--- src/rtl/mem2icb_pkg.sv ---
// Shared types and constants for the PicoRV32-native-bus to ICB bridge.
package mem2icb_pkg;

    typedef enum logic [2:0] {
        ST_IDLE   = 3'd0,
        ST_CMD    = 3'd1,
        ST_RSP    = 3'd2,
        ST_DONE   = 3'd3,
        ST_ORPHAN = 3'd4
    } state_e;

    localparam logic [31:0] ERR_RDATA_DEFAULT = 32'hFFFF_FFFF;

endpackage

--- src/rtl/mem2icb_if.sv ---
// ICB command/response channel between the bridge (master) and one peripheral (slave).
interface mem2icb_if;

    logic        icb_cmd_valid;
    logic        icb_cmd_ready;
    logic [31:0] icb_cmd_addr;
    logic        icb_cmd_read;
    logic [31:0] icb_cmd_wdata;
    logic [3:0]  icb_cmd_wmask;
    logic        icb_rsp_valid;
    logic        icb_rsp_ready;
    logic [31:0] icb_rsp_rdata;
    logic        icb_rsp_err;

    modport master (
        output icb_cmd_valid, icb_cmd_addr, icb_cmd_read, icb_cmd_wdata, icb_cmd_wmask,
        output icb_rsp_ready,
        input  icb_cmd_ready, icb_rsp_valid, icb_rsp_rdata, icb_rsp_err
    );

    modport slave (
        input  icb_cmd_valid, icb_cmd_addr, icb_cmd_read, icb_cmd_wdata, icb_cmd_wmask,
        input  icb_rsp_ready,
        output icb_cmd_ready, icb_rsp_valid, icb_rsp_rdata, icb_rsp_err
    );

endinterface

--- src/rtl/mem2icb_bridge.sv ---
// Registered PicoRV32 native-bus to ICB bridge with a timeout guard and orphan-response drain.
module mem2icb_bridge
    import mem2icb_pkg::*;
#(
    parameter int unsigned TIMEOUT_CYCLES = 255,
    parameter logic [31:0] ERR_RDATA      = ERR_RDATA_DEFAULT
) (
    input  logic        clk,
    input  logic        resetn,
    input  logic        mem_valid,
    input  logic [31:0] mem_addr,
    input  logic [31:0] mem_wdata,
    input  logic [3:0]  mem_wstrb,
    output logic        mem_ready,
    output logic [31:0] mem_rdata,
    mem2icb_if.master   icb,
    output logic        err_pulse,
    output logic [31:0] err_addr
);

    localparam int          TW      = (TIMEOUT_CYCLES < 256) ? 8 : $clog2(TIMEOUT_CYCLES + 1);
    localparam logic [TW-1:0] T_LIMIT = TW'(TIMEOUT_CYCLES);
    // With the guard disabled the timer just parks at all-ones.
    localparam logic [TW-1:0] T_SAT   = (TIMEOUT_CYCLES == 0) ? {TW{1'b1}} : T_LIMIT;

    state_e        state_q, state_d;
    logic [31:0]   addr_q, wdata_q, rdata_q;
    logic [3:0]    wstrb_q;
    logic [TW-1:0] timer_q;
    logic          err_q, orphan_q;

    logic capture, timer_clr, rsp_take, fail, orphan_set, orphan_clr, expired;

    assign expired = (TIMEOUT_CYCLES != 0) && (timer_q == T_LIMIT);

    // NOTE: sequential state uses non-blocking assignments so every register samples pre-edge values.
    always_ff @(posedge clk or negedge resetn) begin
        if (!resetn) state_q <= ST_IDLE;
        else         state_q <= state_d;
    end

    // NOTE: every output of this block is defaulted first so no path can infer a latch.
    always_comb begin
        state_d    = state_q;
        capture    = 1'b0;
        timer_clr  = 1'b0;
        rsp_take   = 1'b0;
        fail       = 1'b0;
        orphan_set = 1'b0;
        orphan_clr = 1'b0;
        unique case (state_q)
            ST_IDLE: if (mem_valid) begin
                capture   = 1'b1;
                timer_clr = 1'b1;
                state_d   = ST_CMD;
            end
            // A handshake in the expiry cycle still counts; only a silent slave is abandoned.
            ST_CMD: if (icb.icb_cmd_ready) begin
                state_d = ST_RSP;
            end else if (expired) begin
                fail    = 1'b1;
                state_d = ST_DONE;
            end
            ST_RSP: if (icb.icb_rsp_valid) begin
                rsp_take = 1'b1;
                state_d  = ST_DONE;
            end else if (expired) begin
                fail       = 1'b1;
                orphan_set = 1'b1;
                state_d    = ST_DONE;
            end
            ST_DONE: if (orphan_q) begin
                timer_clr = 1'b1;
                state_d   = ST_ORPHAN;
            end else begin
                state_d = ST_IDLE;
            end
            ST_ORPHAN: if (icb.icb_rsp_valid || expired) begin
                orphan_clr = 1'b1;
                state_d    = ST_IDLE;
            end
            default: state_d = ST_IDLE;
        endcase
    end

    always_ff @(posedge clk or negedge resetn) begin
        if (!resetn) begin
            addr_q   <= '0;
            wdata_q  <= '0;
            wstrb_q  <= '0;
            rdata_q  <= '0;
            err_q    <= 1'b0;
            orphan_q <= 1'b0;
            timer_q  <= '0;
            err_addr <= '0;
        end else begin
            if (capture) begin
                addr_q  <= mem_addr;
                wdata_q <= mem_wdata;
                wstrb_q <= mem_wstrb;
            end

            if (timer_clr) begin
                timer_q <= '0;
            end else if ((state_q == ST_CMD || state_q == ST_RSP || state_q == ST_ORPHAN)
                         && timer_q != T_SAT) begin
                timer_q <= timer_q + TW'(1);
            end

            // Write responses carry no data for the CPU; only errors override that.
            if (rsp_take) begin
                err_q   <= icb.icb_rsp_err;
                rdata_q <= icb.icb_rsp_err ? ERR_RDATA
                         : (wstrb_q == 4'b0000) ? icb.icb_rsp_rdata : 32'h0;
                if (icb.icb_rsp_err) err_addr <= addr_q;
            end else if (fail) begin
                err_q    <= 1'b1;
                rdata_q  <= ERR_RDATA;
                err_addr <= addr_q;
            end

            if (orphan_set)      orphan_q <= 1'b1;
            else if (orphan_clr) orphan_q <= 1'b0;
        end
    end

    assign mem_ready = (state_q == ST_DONE);
    assign mem_rdata = mem_ready ? rdata_q : 32'h0;
    assign err_pulse = mem_ready & err_q;

    assign icb.icb_cmd_valid = (state_q == ST_CMD);
    assign icb.icb_rsp_ready = (state_q == ST_RSP) || (state_q == ST_ORPHAN);
    assign icb.icb_cmd_addr  = addr_q;
    assign icb.icb_cmd_wdata = wdata_q;
    assign icb.icb_cmd_wmask = wstrb_q;
    assign icb.icb_cmd_read  = (wstrb_q == 4'b0000);

endmodule

--- src/flat_wrapper.sv ---
// flat-port wrapper written by rule: the top's interface ports become plain ports
module mem2icb_bridge_flat import mem2icb_pkg::*;
#(
    parameter int unsigned TIMEOUT_CYCLES = 255,
    parameter logic [31:0] ERR_RDATA      = ERR_RDATA_DEFAULT
)
  (clk, resetn, mem_valid, mem_addr, mem_wdata, mem_wstrb, mem_ready, mem_rdata, err_pulse, err_addr, icb_icb_cmd_valid, icb_icb_cmd_addr, icb_icb_cmd_read, icb_icb_cmd_wdata, icb_icb_cmd_wmask, icb_icb_rsp_ready, icb_icb_cmd_ready, icb_icb_rsp_valid, icb_icb_rsp_rdata, icb_icb_rsp_err);
  mem2icb_if icb_i ();
  input  logic clk;
  input  logic resetn;
  input  logic mem_valid;
  input  logic [31:0] mem_addr;
  input  logic [31:0] mem_wdata;
  input  logic [3:0] mem_wstrb;
  output logic mem_ready;
  output logic [31:0] mem_rdata;
  output logic err_pulse;
  output logic [31:0] err_addr;
  output wire logic [$bits(icb_i.icb_cmd_valid)-1:0] icb_icb_cmd_valid;
  output wire logic [$bits(icb_i.icb_cmd_addr)-1:0] icb_icb_cmd_addr;
  output wire logic [$bits(icb_i.icb_cmd_read)-1:0] icb_icb_cmd_read;
  output wire logic [$bits(icb_i.icb_cmd_wdata)-1:0] icb_icb_cmd_wdata;
  output wire logic [$bits(icb_i.icb_cmd_wmask)-1:0] icb_icb_cmd_wmask;
  output wire logic [$bits(icb_i.icb_rsp_ready)-1:0] icb_icb_rsp_ready;
  input wire logic [$bits(icb_i.icb_cmd_ready)-1:0] icb_icb_cmd_ready;
  input wire logic [$bits(icb_i.icb_rsp_valid)-1:0] icb_icb_rsp_valid;
  input wire logic [$bits(icb_i.icb_rsp_rdata)-1:0] icb_icb_rsp_rdata;
  input wire logic [$bits(icb_i.icb_rsp_err)-1:0] icb_icb_rsp_err;
  assign icb_icb_cmd_valid = icb_i.icb_cmd_valid;
  assign icb_icb_cmd_addr = icb_i.icb_cmd_addr;
  assign icb_icb_cmd_read = icb_i.icb_cmd_read;
  assign icb_icb_cmd_wdata = icb_i.icb_cmd_wdata;
  assign icb_icb_cmd_wmask = icb_i.icb_cmd_wmask;
  assign icb_icb_rsp_ready = icb_i.icb_rsp_ready;
  assign icb_i.icb_cmd_ready = icb_icb_cmd_ready;
  assign icb_i.icb_rsp_valid = icb_icb_rsp_valid;
  assign icb_i.icb_rsp_rdata = icb_icb_rsp_rdata;
  assign icb_i.icb_rsp_err = icb_icb_rsp_err;
  mem2icb_bridge #(.TIMEOUT_CYCLES(TIMEOUT_CYCLES), .ERR_RDATA(ERR_RDATA)) u_core (.clk(clk), .resetn(resetn), .mem_valid(mem_valid), .mem_addr(mem_addr), .mem_wdata(mem_wdata), .mem_wstrb(mem_wstrb), .mem_ready(mem_ready), .mem_rdata(mem_rdata), .icb(icb_i), .err_pulse(err_pulse), .err_addr(err_addr));
endmodule
--- config.mk ---
export PLATFORM = sky130hd
export DESIGN_NAME = mem2icb_bridge_flat
export DESIGN_NICKNAME = d
export VERILOG_FILES = /design/src/rtl/mem2icb_pkg.sv /design/src/rtl/mem2icb_if.sv /design/src/rtl/mem2icb_bridge.sv /design/src/flat_wrapper.sv
export SDC_FILE = /design/constraint.sdc
export NUM_CORES = 1
export LEC_CHECK = 0
export BUFFER_PORTS_ARGS = -buffer_cell sky130_fd_sc_hd__clkbuf_2
export CORE_MARGIN = 3
export CORE_UTILIZATION = 50
export DETAILED_ROUTE_END_ITERATION = 10
export PLACE_DENSITY_LB_ADDON = 0.15
export SYNTH_ARGS = -nofsm -noshare
export SYNTH_HDL_FRONTEND = slang
export SYNTH_SLANG_ARGS = --single-unit
--- constraint.sdc ---
create_clock -name clk -period 3.88 [get_ports clk]
set_input_delay 0.97 -clock clk [delete_from_list [all_inputs] [get_ports clk]]
set_output_delay 0.97 -clock clk [all_outputs]
set_load 0.01 [all_outputs]
==> flow_summary.toml <==
[clock_network]
cts_sinks = 145
cts_tree = "built"
cts_hold_buf = 0
cts_root_buf = "clkbuf_16"
clock_latency_ns = 0.41
cts-htree-levels = 4
clockBufferDepth = 2
post-cts-setup-buffers = 0
numCtsBuffers = 17
clkTransAtPathRegs_ns = 0.06
cts_resized = 0

[timing]
worst_slack_ns = 0.638
period_minus_slack_ns = 3.24
slew_viol_final = 0
finalSetupTns_ns = 0
setup_viol = 0
slew_headroom = 0.344
worst_slew_pin_slew_ns = 0.984
hold_violations = 0
finClkSkew_ns = 0.00638
rsz0062_at_grt = "no"
final.period_utilization = 0.836
fmax_mhz = 308

[placed_design]
gp_congestion = 0.822
io_buffers = 242
post-dp-hpwl_mm = 9.98
place_inst = 802
pre_cts_slack_ns = 1.08

[pwr]
power_leakage_uw = 0.00399
switching_power_uw = 2340
pwr-share-clk = 0.236
combPwrFrac = 0.378
power_density_mw_per_mm2 = 889
peakVddDrop_uv = 524
p_int_uw = 4830
p_seq_frac = 0.386
p_sw_frac = 0.326

[hold_path]
hp-class = "reg -> reg"

[detailed_routing]
ant_nets = 0
num_vias = 4327
detail_route.drc_violations = 0
drt-wirelength-per-cell_um = 16.9
wirelength_mm = 14.1
viasPerCell = 5.19
drt_iter0_drc = 248
drtPass1Iterations = 4

[synth]
syn_avg_cell_area_um2 = 14.0
post_synth_xor_area_fraction = 0.00143
synthCells = 437
synth_nets = 544
syn_area_mm2 = 0.00613
yosys.area_share.simple = 0.0951
synth-seq-cells = 145
yosys.area.top_type_share = 0.592
synth_seq_area_share = 0.592
synth.distinct_cells = 40
synth_largest_area_cell = "dfrtp_1"
yosys_warnings = 0
synthMuxAreaShare = 0.212
synth_area_leaders = "dfrtp_1, mux2_2, mux2_4, a2bb2oi_1, and2_1"
synth_compound_area_frac = 0.0665
synthAdderAreaFrac = 0.00204
synth_top_family_by_area = "multiplexers"

[floorplanning]
die_w_um = 117
die_h_um = 117
rows = 39
start_util = 0.524
die-area_mm2 = 0.0136
boundaryPins = 243
core_mm2 = 0.0117

[global_routing]
gr-total-overflow = 0
met3_usage = 0.0632
grt_use_total = 0.208
first_global_vias = 4375
antenna_found_initial = 0
top_usage_layer = "met2"
grt_max_degree = 86
use_met1 = 0.266
grt_pass1_wl_mm = 21.9
use_met2 = 0.335

[worst_setup_path]
critPathRequiredTime_ns = 2.91
endpoint_kind = "output pin"
critPathLaunchType = "flip-flop"
worstSetupPathType = "reg -> out"
critPathMaxFanout = 36
arrival_ns = 2.27

[cells_and_area]
drive_above_1_share = 0.566
nets = 785
area_growth_syn_to_layout_pct = 31.5
fin_util = 0.689
finalNonFillerCells = 834
diodes = 0
n_fill_cell = 857

[job]
cap_violations = 0

[outcome]
status = "completed"
==> power groups by stage <==
stage	registers [uW]	logic [uW]	clock network, uW
after floorplan	2900	1570	0
final	2770	2710	1690
after CTS	2770	2760	1730
after global placement	2750	2680	0
after detailed placement	2770	2760	0
after global routing	2870	2950	1800
==> cells in the final DEF, fill, tap and decap left out, types with 3 or more instances in the layout <==
| cell type | synthesis | final |
|---|---|---|
| a2bb2oi_1 | 32 | 32 |
| nand4_1 | 3 | 3 |
| buf_4 | 6 | 6 |
| nor3_1 | 4 | 4 |
| nand2_1 | 44 | 44 |
| clkbuf_8 | 0 | 5 |
| bufinv_16 | 0 | 3 |
| clkbuf_16 | 0 | 17 |
| mux2_4 | 30 | 30 |
| clkbuf_2 | 0 | 241 |
| and2_1 | 33 | 33 |
| a21oi_1 | 3 | 3 |
| mux2i_1 | 6 | 6 |
| o21ai_0 | 4 | 4 |
| or3_1 | 3 | 3 |
| clkinv_2 | 0 | 4 |
| dfrtp_1 | 145 | 145 |
| mux2_2 | 70 | 70 |
| inv_1 | 4 | 4 |
| nor2_1 | 3 | 3 |
==> layer usage <==
| metal | wire length, um | part of all wire |
|---|---|---|
| met1 | 5780 | 0.41 |
| met2 | 7070 | 0.50 |
| met3 | 1110 | 0.079 |
| met4 | 149 | 0.011 |
| met5 | 0 | 0 |
==> path summary, 6_finish.rpt <==
kind / startpoint / end / slack, ns / depth (start not counted)
max in group asynchronous: resetn / u_core.timer_q[0]$_DFFE_PN0P_ / 2.46 / 2
min: u_core.icb.icb_cmd_wdata[14]$_DFFE_PN0P_ / u_core.icb.icb_cmd_wdata[14]$_DFFE_PN0P_ / 0.50 / 1
min reg2reg: u_core.icb.icb_cmd_wdata[14]$_DFFE_PN0P_ / u_core.icb.icb_cmd_wdata[14]$_DFFE_PN0P_ / 0.50 / 1
min in group asynchronous: resetn / u_core.err_addr[11]$_DFFE_PN0P_ / 0.61 / 1
max: u_core.state_q[2]$_DFFE_PN0P_ / mem_rdata[0] / 0.64 / 3
max reg2reg: u_core.state_q[1]$_DFFE_PN0P_ / u_core.err_addr[0]$_DFFE_PN0P_ / 1.46 / 5
==> cells in the mapped netlist <==
| library cell | count |
|---|---|
| a211o_1 | 1 |
| a21boi_1 | 1 |
| a21oi_1 | 3 |
| a21oi_2 | 1 |
| a2bb2oi_1 | 32 |
| and2_1 | 33 |
| and3_1 | 1 |
| and3b_1 | 1 |
| and4_1 | 1 |
| and4b_1 | 1 |
| buf_2 | 8 |
| buf_4 | 6 |
| buf_6 | 6 |
| clkbuf_1 | 7 |
| dfrtp_1 | 145 |
| ha_1 | 1 |
| inv_1 | 4 |
| mux2_2 | 70 |
| mux2_4 | 30 |
| mux2i_1 | 6 |
| nand2_1 | 44 |
| nand3_1 | 2 |
| nand4_1 | 3 |
| nor2_1 | 3 |
| nor2_2 | 1 |
| nor3_1 | 4 |
| nor3b_2 | 2 |
| nor3b_4 | 1 |
| nor4_1 | 2 |
| nor4_2 | 1 |
| nor4b_4 | 1 |
| o21ai_0 | 4 |
| o21ba_2 | 2 |
| o22a_2 | 1 |
| o22ai_2 | 1 |
| o311ai_0 | 1 |
| o31ai_1 | 1 |
| o41ai_1 | 1 |
| or3_1 | 3 |
| xnor2_1 | 1 |
==> metrics by stage <==
stage | power (uW) | hold slack [ns] | area [um2]
after global placement | 5430 | 0.488 | 7440
after floorplan | 4480 | 0.464 | 6130
final | 7170 | 0.502 | 8060
after detailed placement | 5530 | 0.493 | 7440
after CTS | 7270 | 0.506 | 8060
after global routing | 7620 | 0.519 | 8060
==> cells by family after synthesis <==
logic type,after synthesis
fa+ha+maj,1
simple gates,104
xor+xnor,1
mux,106
flops,145
buf+inv,31
compound gates,49
==> flip-flops by register name, summed over array words and instances (netlist names) <==
name	flops
u_core.err_addr	32
u_core.icb.icb_cmd_addr	32
u_core.icb.icb_cmd_wdata	32
u_core.rdata_q	32
u_core.timer_q	8
u_core.icb.icb_cmd_wmask	4
u_core.state_q	3
u_core.err_q	1
u_core.orphan_q	1
==> worst max-delay path: stages (launching register included) <==
cell,delay [ns]
dfrtp_1,0.53
and3b_1,0.93
and2_1,0.26
clkbuf_2,0.14
==> final cells by class <==
type                       count  area (um2)  area share
inverter                       4        15.0     0.00186
clock buffer                  23         498      0.0618
multi-input combinational    261        2330       0.289
clock inverter                 9         128      0.0158
tap                          143         179      0.0222
sequential                   145        3630       0.450
timing repair buffer         249        1280       0.159
Power figures use the tool's default switching activity.
